==> src/rtl/exception_ctrl_if.sv <==
// Commit-stage bundle between the pipeline, the exception arbiter and CP0.
// The pipeline/CP0 side uses the master modport and the arbiter uses the slave modport.
interface exception_ctrl_if #(
  parameter int WIDTH = 32
);
  // Commit stage
  logic             commit_valid;
  logic             commit_ready;
  logic [WIDTH-1:0] commit_pc;
  logic             commit_bd;
  logic             commit_eret;
  logic [6:0]       exc_flags;
  logic [WIDTH-1:0] fetch_vaddr;
  logic [WIDTH-1:0] data_vaddr;

  // CP0 state that the arbiter reads
  logic             status_ie;
  logic             status_exl;
  logic [7:0]       status_im;
  logic [7:0]       int_pending;
  logic [WIDTH-1:0] epc_in;

  // CP0 write side
  logic             cp0_exc_we;
  logic             cp0_badv_we;
  logic [4:0]       cp0_exc_code;
  logic [WIDTH-1:0] cp0_epc;
  logic             cp0_bd;
  logic [WIDTH-1:0] cp0_badvaddr;
  logic             cp0_eret;

  // Pipeline control
  logic             flush;
  logic             redirect_valid;
  logic [WIDTH-1:0] redirect_pc;

  modport master (
    output commit_valid, commit_pc, commit_bd, commit_eret, exc_flags,
           fetch_vaddr, data_vaddr, status_ie, status_exl, status_im,
           int_pending, epc_in,
    input  commit_ready, cp0_exc_we, cp0_badv_we, cp0_exc_code, cp0_epc,
           cp0_bd, cp0_badvaddr, cp0_eret, flush, redirect_valid, redirect_pc
  );

  modport slave (
    input  commit_valid, commit_pc, commit_bd, commit_eret, exc_flags,
           fetch_vaddr, data_vaddr, status_ie, status_exl, status_im,
           int_pending, epc_in,
    output commit_ready, cp0_exc_we, cp0_badv_we, cp0_exc_code, cp0_epc,
           cp0_bd, cp0_badvaddr, cp0_eret, flush, redirect_valid, redirect_pc
  );
endinterface

==> src/rtl/exception_ctrl.sv <==
// Commit-stage exception/interrupt arbiter in front of CP0: picks the winning cause, pulses
// the CP0 write strobes, holds flush for FLUSH_CYCLES cycles, then redirects fetch.
module exception_ctrl #(
  parameter int               WIDTH        = 32,
  parameter logic [WIDTH-1:0] EXC_VECTOR   = 32'hBFC00380,
  parameter int               FLUSH_CYCLES = 2
) (
  input logic             clk,
  input logic             rst,
  exception_ctrl_if.slave bus
);

  localparam int CNT_W = (FLUSH_CYCLES > 1) ? $clog2(FLUSH_CYCLES) : 1;

  typedef enum logic [1:0] {
    S_IDLE,
    S_FLUSH,
    S_REDIRECT
  } state_t;

  typedef enum logic [4:0] {
    EXC_INT  = 5'h00,
    EXC_ADEL = 5'h04,
    EXC_ADES = 5'h05,
    EXC_SYS  = 5'h08,
    EXC_BP   = 5'h09,
    EXC_RI   = 5'h0A,
    EXC_OV   = 5'h0C
  } exc_code_t;

  // Flag bit positions inside exc_flags = {adel_if,ri,ov,sys,bp,adel_d,ades}
  localparam int F_ADEL_IF = 6;
  localparam int F_RI      = 5;
  localparam int F_OV      = 4;
  localparam int F_SYS     = 3;
  localparam int F_BP      = 2;
  localparam int F_ADEL_D  = 1;
  localparam int F_ADES    = 0;

  state_t           r_state;
  state_t           w_state_next;
  logic [CNT_W-1:0] r_cnt;
  logic [CNT_W-1:0] w_cnt_next;

  logic             r_exc_we;
  logic             r_badv_we;
  logic             r_eret;
  exc_code_t        r_exc_code;
  logic [WIDTH-1:0] r_epc;
  logic             r_bd;
  logic [WIDTH-1:0] r_badvaddr;
  logic [WIDTH-1:0] r_redirect_pc;

  logic             w_int_take;
  logic             w_any_exc;
  logic             w_is_eret;
  logic             w_capture;
  exc_code_t        w_exc_code;
  logic             w_badv_we;
  logic [WIDTH-1:0] w_badvaddr;

  // Interrupts are only eligible while enabled and not already inside a handler.
  assign w_int_take = bus.status_ie & ~bus.status_exl & (|(bus.int_pending & bus.status_im));
  assign w_any_exc  = w_int_take | (|bus.exc_flags);
  // An ERET that also carries a fault is handled as that fault.
  assign w_is_eret  = bus.commit_eret & ~w_any_exc;

  // Cause selection, highest priority first.
  always_comb begin
    // NOTE: every combinational output gets a default before any branch, so no path
    // leaves it unassigned and no latch is inferred.
    w_exc_code = EXC_INT;
    w_badv_we  = 1'b0;
    w_badvaddr = '0;
    if (w_int_take) begin
      w_exc_code = EXC_INT;
    end else if (bus.exc_flags[F_ADEL_IF]) begin
      w_exc_code = EXC_ADEL;
      w_badv_we  = 1'b1;
      w_badvaddr = bus.fetch_vaddr;
    end else if (bus.exc_flags[F_RI]) begin
      w_exc_code = EXC_RI;
    end else if (bus.exc_flags[F_OV]) begin
      w_exc_code = EXC_OV;
    end else if (bus.exc_flags[F_SYS]) begin
      w_exc_code = EXC_SYS;
    end else if (bus.exc_flags[F_BP]) begin
      w_exc_code = EXC_BP;
    end else if (bus.exc_flags[F_ADEL_D]) begin
      w_exc_code = EXC_ADEL;
      w_badv_we  = 1'b1;
      w_badvaddr = bus.data_vaddr;
    end else if (bus.exc_flags[F_ADES]) begin
      w_exc_code = EXC_ADES;
      w_badv_we  = 1'b1;
      w_badvaddr = bus.data_vaddr;
    end
  end

  // Next-state logic.
  always_comb begin
    w_state_next = r_state;
    w_cnt_next   = r_cnt;
    w_capture    = 1'b0;
    unique case (r_state)
      S_IDLE: begin
        if (bus.commit_valid && (w_any_exc || bus.commit_eret)) begin
          w_state_next = S_FLUSH;
          w_capture    = 1'b1;
        end
      end
      S_FLUSH: begin
        if (r_cnt == '0) begin
          w_state_next = S_REDIRECT;
        end else begin
          w_cnt_next = r_cnt - 1'b1;
        end
      end
      S_REDIRECT: begin
        w_state_next = S_IDLE;
      end
      default: begin
        w_state_next = S_IDLE;
      end
    endcase
  end

  // NOTE: sequential state uses non-blocking assignments so every register samples
  // the pre-edge values, independent of statement order.
  always_ff @(posedge clk) begin
    // NOTE: reset is synchronous; every register here is a control/datapath flop
    // (no memories), so all are cleared to give a deterministic post-reset view.
    if (rst) begin
      r_state       <= S_IDLE;
      r_cnt         <= '0;
      r_exc_we      <= 1'b0;
      r_badv_we     <= 1'b0;
      r_eret        <= 1'b0;
      r_exc_code    <= EXC_INT;
      r_epc         <= '0;
      r_bd          <= 1'b0;
      r_badvaddr    <= '0;
      r_redirect_pc <= '0;
    end else begin
      r_state   <= w_state_next;
      r_cnt     <= w_capture ? CNT_W'(FLUSH_CYCLES - 1) : w_cnt_next;
      r_exc_we  <= w_capture & ~w_is_eret;
      r_eret    <= w_capture & w_is_eret;
      r_badv_we <= w_capture & ~w_is_eret & w_badv_we;
      if (w_capture) begin
        r_redirect_pc <= w_is_eret ? bus.epc_in : EXC_VECTOR;
        // CP0 cause fields only change when an exception is actually recorded.
        if (!w_is_eret) begin
          r_exc_code <= w_exc_code;
          r_epc      <= bus.commit_pc;
          r_bd       <= bus.commit_bd;
          r_badvaddr <= w_badvaddr;
        end
      end
    end
  end

  assign bus.commit_ready   = (r_state == S_IDLE);
  assign bus.flush          = (r_state != S_IDLE);
  assign bus.redirect_valid = (r_state == S_REDIRECT);
  assign bus.redirect_pc    = r_redirect_pc;

  assign bus.cp0_exc_we     = r_exc_we;
  assign bus.cp0_badv_we    = r_badv_we;
  assign bus.cp0_eret       = r_eret;
  assign bus.cp0_exc_code   = r_exc_code;
  assign bus.cp0_epc        = r_epc;
  assign bus.cp0_bd         = r_bd;
  assign bus.cp0_badvaddr   = r_badvaddr;

endmodule

==> src/flat_wrapper.sv <==
// flat-port wrapper written by rule: the top's interface ports become plain ports
module exception_ctrl_flat 
#(
  parameter int               WIDTH        = 32,
  parameter logic [WIDTH-1:0] EXC_VECTOR   = 32'hBFC00380,
  parameter int               FLUSH_CYCLES = 2
)
  (clk, rst, bus_commit_valid, bus_commit_pc, bus_commit_bd, bus_commit_eret, bus_exc_flags, bus_fetch_vaddr, bus_data_vaddr, bus_status_ie, bus_status_exl, bus_status_im, bus_int_pending, bus_epc_in, bus_commit_ready, bus_cp0_exc_we, bus_cp0_badv_we, bus_cp0_exc_code, bus_cp0_epc, bus_cp0_bd, bus_cp0_badvaddr, bus_cp0_eret, bus_flush, bus_redirect_valid, bus_redirect_pc);
  exception_ctrl_if #(.WIDTH(WIDTH)) bus_i ();
  input logic clk;
  input logic rst;
  input wire logic [$bits(bus_i.commit_valid)-1:0] bus_commit_valid;
  input wire logic [$bits(bus_i.commit_pc)-1:0] bus_commit_pc;
  input wire logic [$bits(bus_i.commit_bd)-1:0] bus_commit_bd;
  input wire logic [$bits(bus_i.commit_eret)-1:0] bus_commit_eret;
  input wire logic [$bits(bus_i.exc_flags)-1:0] bus_exc_flags;
  input wire logic [$bits(bus_i.fetch_vaddr)-1:0] bus_fetch_vaddr;
  input wire logic [$bits(bus_i.data_vaddr)-1:0] bus_data_vaddr;
  input wire logic [$bits(bus_i.status_ie)-1:0] bus_status_ie;
  input wire logic [$bits(bus_i.status_exl)-1:0] bus_status_exl;
  input wire logic [$bits(bus_i.status_im)-1:0] bus_status_im;
  input wire logic [$bits(bus_i.int_pending)-1:0] bus_int_pending;
  input wire logic [$bits(bus_i.epc_in)-1:0] bus_epc_in;
  output wire logic [$bits(bus_i.commit_ready)-1:0] bus_commit_ready;
  output wire logic [$bits(bus_i.cp0_exc_we)-1:0] bus_cp0_exc_we;
  output wire logic [$bits(bus_i.cp0_badv_we)-1:0] bus_cp0_badv_we;
  output wire logic [$bits(bus_i.cp0_exc_code)-1:0] bus_cp0_exc_code;
  output wire logic [$bits(bus_i.cp0_epc)-1:0] bus_cp0_epc;
  output wire logic [$bits(bus_i.cp0_bd)-1:0] bus_cp0_bd;
  output wire logic [$bits(bus_i.cp0_badvaddr)-1:0] bus_cp0_badvaddr;
  output wire logic [$bits(bus_i.cp0_eret)-1:0] bus_cp0_eret;
  output wire logic [$bits(bus_i.flush)-1:0] bus_flush;
  output wire logic [$bits(bus_i.redirect_valid)-1:0] bus_redirect_valid;
  output wire logic [$bits(bus_i.redirect_pc)-1:0] bus_redirect_pc;
  assign bus_i.commit_valid = bus_commit_valid;
  assign bus_i.commit_pc = bus_commit_pc;
  assign bus_i.commit_bd = bus_commit_bd;
  assign bus_i.commit_eret = bus_commit_eret;
  assign bus_i.exc_flags = bus_exc_flags;
  assign bus_i.fetch_vaddr = bus_fetch_vaddr;
  assign bus_i.data_vaddr = bus_data_vaddr;
  assign bus_i.status_ie = bus_status_ie;
  assign bus_i.status_exl = bus_status_exl;
  assign bus_i.status_im = bus_status_im;
  assign bus_i.int_pending = bus_int_pending;
  assign bus_i.epc_in = bus_epc_in;
  assign bus_commit_ready = bus_i.commit_ready;
  assign bus_cp0_exc_we = bus_i.cp0_exc_we;
  assign bus_cp0_badv_we = bus_i.cp0_badv_we;
  assign bus_cp0_exc_code = bus_i.cp0_exc_code;
  assign bus_cp0_epc = bus_i.cp0_epc;
  assign bus_cp0_bd = bus_i.cp0_bd;
  assign bus_cp0_badvaddr = bus_i.cp0_badvaddr;
  assign bus_cp0_eret = bus_i.cp0_eret;
  assign bus_flush = bus_i.flush;
  assign bus_redirect_valid = bus_i.redirect_valid;
  assign bus_redirect_pc = bus_i.redirect_pc;
  exception_ctrl #(.WIDTH(WIDTH), .EXC_VECTOR(EXC_VECTOR), .FLUSH_CYCLES(FLUSH_CYCLES)) u_core (.clk(clk), .rst(rst), .bus(bus_i));
endmodule
==> config.mk <==
export PLATFORM = sky130hd
export DESIGN_NAME = exception_ctrl_flat
export DESIGN_NICKNAME = d
export VERILOG_FILES = /design/src/rtl/exception_ctrl_if.sv /design/src/rtl/exception_ctrl.sv /design/src/flat_wrapper.sv
export SDC_FILE = /design/constraint.sdc
export NUM_CORES = 1
export LEC_CHECK = 0
export ABC_CLOCK_PERIOD_IN_PS = 2070
export CAP_MARGIN = 20
export CORE_AREA = 2 2 132 95
export CTS_CLUSTER_SIZE = 8
export DETAILED_ROUTE_END_ITERATION = 12
export DIE_AREA = 0 0 134 97
export GPL_TIMING_DRIVEN = 0
export PLACE_DENSITY = 0.91
export SLEW_MARGIN = 20
export SYNTH_ARGS = -nofsm -noshare
export SYNTH_HDL_FRONTEND = slang
export SYNTH_SLANG_ARGS = --single-unit
==> constraint.sdc <==
create_clock -name clk -period 2.07 [get_ports clk]
set_input_delay 0.207 -clock clk [delete_from_list [all_inputs] [get_ports clk]]
set_output_delay 0.207 -clock clk [all_outputs]
set_load 0.01 [all_outputs]
==> impl_results.md <==
- RD Place Congestion: 0.8829
- Vias in the first global route: between 4,000 and 5,000
- Power Dens Cells: about 670 nW/um2
- Hold Buf Count CTS: 0
- Number of routed nets with antenna violations: 0
- FP Rows: 33
- Status: finished, final reports clean
- Layout cell share with drive strength beyond 1: 8.599%
- Top-count cell post-synth: dfxtp_1
- Nets: 874
- Sinks on the clock net: approximately 110
- Final min period: 2005 ps
- CTS tree: built
- DPL Wire Length: ~11,000 um
- Final Setup Violations: 0
- Worst Slack Setup Final: approximately 65 ps
- First-pass GRT wire length: between 20,000 and 25,000 um
- DRT Pass-1 Iters: 4
- CTS Buf Count: 9
- Worst Hold Class: in2reg
- Crit path cell chain: clkdlybuf4s50_1 -> or4_1 -> clkbuf_2 -> or2_2 -> nand4_4 -> buf_4 -> o2bb2ai_1
- Sequential cell area: roughly 2100 um2
- Number of synthesis warnings: 0
- Critical path data arrival time: roughly 2200 ps
- Routed WL: about 14,000 um
- Max-cap viol count: 0
- GR Overflow Total: 0
- Ys flop type: dfxtp_1
- Port bufs: about 260
- I/O pins: roughly 270
- Area grow syn2layout: 75.54%
- Slew @ Worst Pin: roughly 580 ps
- Slowest CP cell: or4_1
- Max VDD drop: between 300 and 400 uV
- P_leak: around 2.8 nW
- Seq/Total Area, Yosys: 50.40%
- Endpoints failing hold: 0
- Detailed-route via count: roughly 4,400
- Worst hold path endpoint: u_core.bus.cp0_epc[5]$_SDFFE_PP0P_
- Crit path max fanout: 10
- FF-to-FF setup slack: 210 ps
- Area of the multi-input gates: 1787 um2
- Relative slew slack: just over 60%
- Mapped Cells: ~440
- Iter 0 DRT Violations: between 150 and 200
- Die width: about 130 um
- Yosys top cell by area: dfxtp_1
- Critical path type: in2reg
- Vias per inst: slightly below 5
- Initial antenna violation count: 0
- Pre-CTS WS: -426.4 ps
- Starting Density: 36.63%
- EDFF count, synth: 0
- Worst R2R Path Depth: 4
- Fillcell total: between 900 and 1,000
- Syn_nets: approximately 600
- Die Footprint: between 10,000 and 15,000 um2
- Placed insts: roughly 860
- Die height: roughly 97 um
- Synth async-reset ratio: 0%
- Reg2reg start: u_core.r_state[1]$_SDFFE_PP0P_
- Final Non-Filler Cells: 878
- Yosys cell types: between 40 and 50
- DRC viols: 0
- Fin crit share: a little over nine tenths
- Critical Path End Type: flip-flop
- Clock Tree Root: clkbuf_16
- Commonest cells in the netlist: dfxtp_1, nand2_1, inv_1
- Yosys reg bits: ~110
- Worst hold start: bus_commit_pc[5]
- Hold Crit Depth: 3
- CP max stage delay: 520 ps
- Slew Limit Fails: 0
- Reg-to-reg endpoint: u_core.bus.redirect_pc[20]$_SDFFE_PP0P_
- Syn Std Cell Area: around 4300 um2
- CP Launch Type: input pin
- Fin Clk Skew: 7.716 ps
- Routed wire per std cell: 16.01 um
- Fmax: 0.4987 GHz
- Clk slew on worst S/H paths: roughly 70 ps
- Diodes inserted: 0
- CP required: around 2300 ps
- H-tree Lvls: 3
- Global Route Usage Sum: between 20% and 30%
- WP buf/inv: 3
- Worst skew pair latency: 340 ps
- Largest cells by area after synthesis: dfxtp_1, mux2i_1, o2bb2ai_1
- Largest net degree at the start of global routing: 18
- CTS Buffer Depth: 2
- Cell family with most CP delay: simple AND/OR/NAND/NOR gates
- Area fraction of the dominant cell type after synthesis: between 50% and 60%
- Core Box Area: around 12,000 um2
- Syn Area/Cell: 9.682 um2
- Core Util, Final: 64.31%
-- how the worst max path moves through the flow --
stage / from / to / slack, ps / cells past startpoint
finish: bus_exc_flags[3] / u_core.bus.cp0_badvaddr[16]$_SDFFE_PP0P_ / 60 / 7
global route: bus_exc_flags[3] / u_core.bus.redirect_pc[8]$_SDFFE_PP0P_ / -3 / 7
CTS: bus_exc_flags[3] / u_core.bus.cp0_badvaddr[8]$_SDFFE_PP0P_ / 6 / 7
detailed placement: bus_int_pending[6] / u_core.bus.cp0_badvaddr[8]$_SDFFE_PP0P_ / -430 / 6
global placement: bus_int_pending[6] / u_core.bus.cp0_badvaddr[18]$_SDFFE_PP0P_ / -340 / 6
floorplan: bus_int_pending[6] / u_core.bus.redirect_pc[22]$_SDFFE_PP0P_ / 340 / 5
-- flip-flops by register name, summed over array words and instances, names as in the netlist, 2 cells and up --
signal	cells
u_core.r_state	2
u_core.bus.cp0_exc_code	4
u_core.bus.cp0_epc	32
u_core.bus.cp0_badvaddr	32
u_core.bus.redirect_pc	32
-- placed cells by master (no fill, tap or decap), types with 2 or more instances in the layout --
cell type | synthesis | routed
a21oi_1 | 2 | 2
a22o_1 | 4 | 4
a22oi_1 | 32 | 32
buf_2 | 10 | 4
buf_4 | 5 | 8
buf_6 | 3 | 4
clkbuf_1 | 15 | 16
clkbuf_16 | 0 | 9
clkbuf_2 | 1 | 2
clkbuf_4 | 0 | 5
clkdlybuf4s50_1 | 0 | 263
clkinv_4 | 0 | 2
dfxtp_1 | 107 | 107
inv_1 | 46 | 46
mux2i_1 | 34 | 34
nand2_1 | 71 | 71
nand4_1 | 3 | 3
nor2_1 | 6 | 6
nor2b_1 | 2 | 2
nor3_1 | 4 | 4
o21ai_1 | 2 | 2
o221a_2 | 12 | 12
o22ai_1 | 20 | 20
o2bb2ai_1 | 33 | 33
or2_2 | 4 | 4
-- routing by layer --
layer  vias up  routed length, um  GRT usage (%)
met4         0                238          5.810
li1       2111                  -              -
met2       188               6988          37.55
met1      2041               5702          24.63
met3        21               1126          6.866
met5         -                  0              0
-- worst reg2reg max path, cell delays in order, from the launching register on --
cell	delay, ps
dfxtp_1	330
or3b_2	530
a221oi_1	470
buf_2	290
o22ai_1	110
-- layout make-up --
cell class	count	share of cell area, %
inverters	46	2.314
repair buffers	266	35.59
clock inverters	4	0.7882
clock buffers	12	3.304
flip-flops and latches	107	28.71
well taps	157	2.633
plain buffers	34	2.717
multi-input cells	252	23.95
-- cell families after synthesis --
logic type,after synthesis,share of synthesized area [%]
AOI/OAI and AO/OA,115,22.34
DFF,107,50.40
and+or+nand+nor,102,10.80
buffers and inverters,80,8.360
muxes,34,8.007
other,1,0.08823
-- through the flow --
step	hold slack [ps]	setup TNS [ps]	area (um2)	power, mW
2_1_floorplan	276.1	0	4250	2.646
3_3_place_gp	428.4	-27070	7079	3.235
3_5_place_dp	439.0	-31900	7079	3.266
4_1_cts	411.7	0	7412	5.011
5_1_grt	416.4	-6.534	7461	5.191
6_report	422.3	0	7461	4.962
-- power by group --
group	internal (mW)	switching, mW
Sequential	2.17	0.0629
Clock	0.985	0.743
Combinational	0.611	0.390
Total	3.77	1.20
-- what timing repair did --
item                                    4_1_cts  5_1_grt
resized for setup                             2       14
pin swaps                                     1        3
endpoints found under the setup margin       33       46
buffers inserted                              2        1
cloned                                        0        0
(Power assumes the default switching activity.)
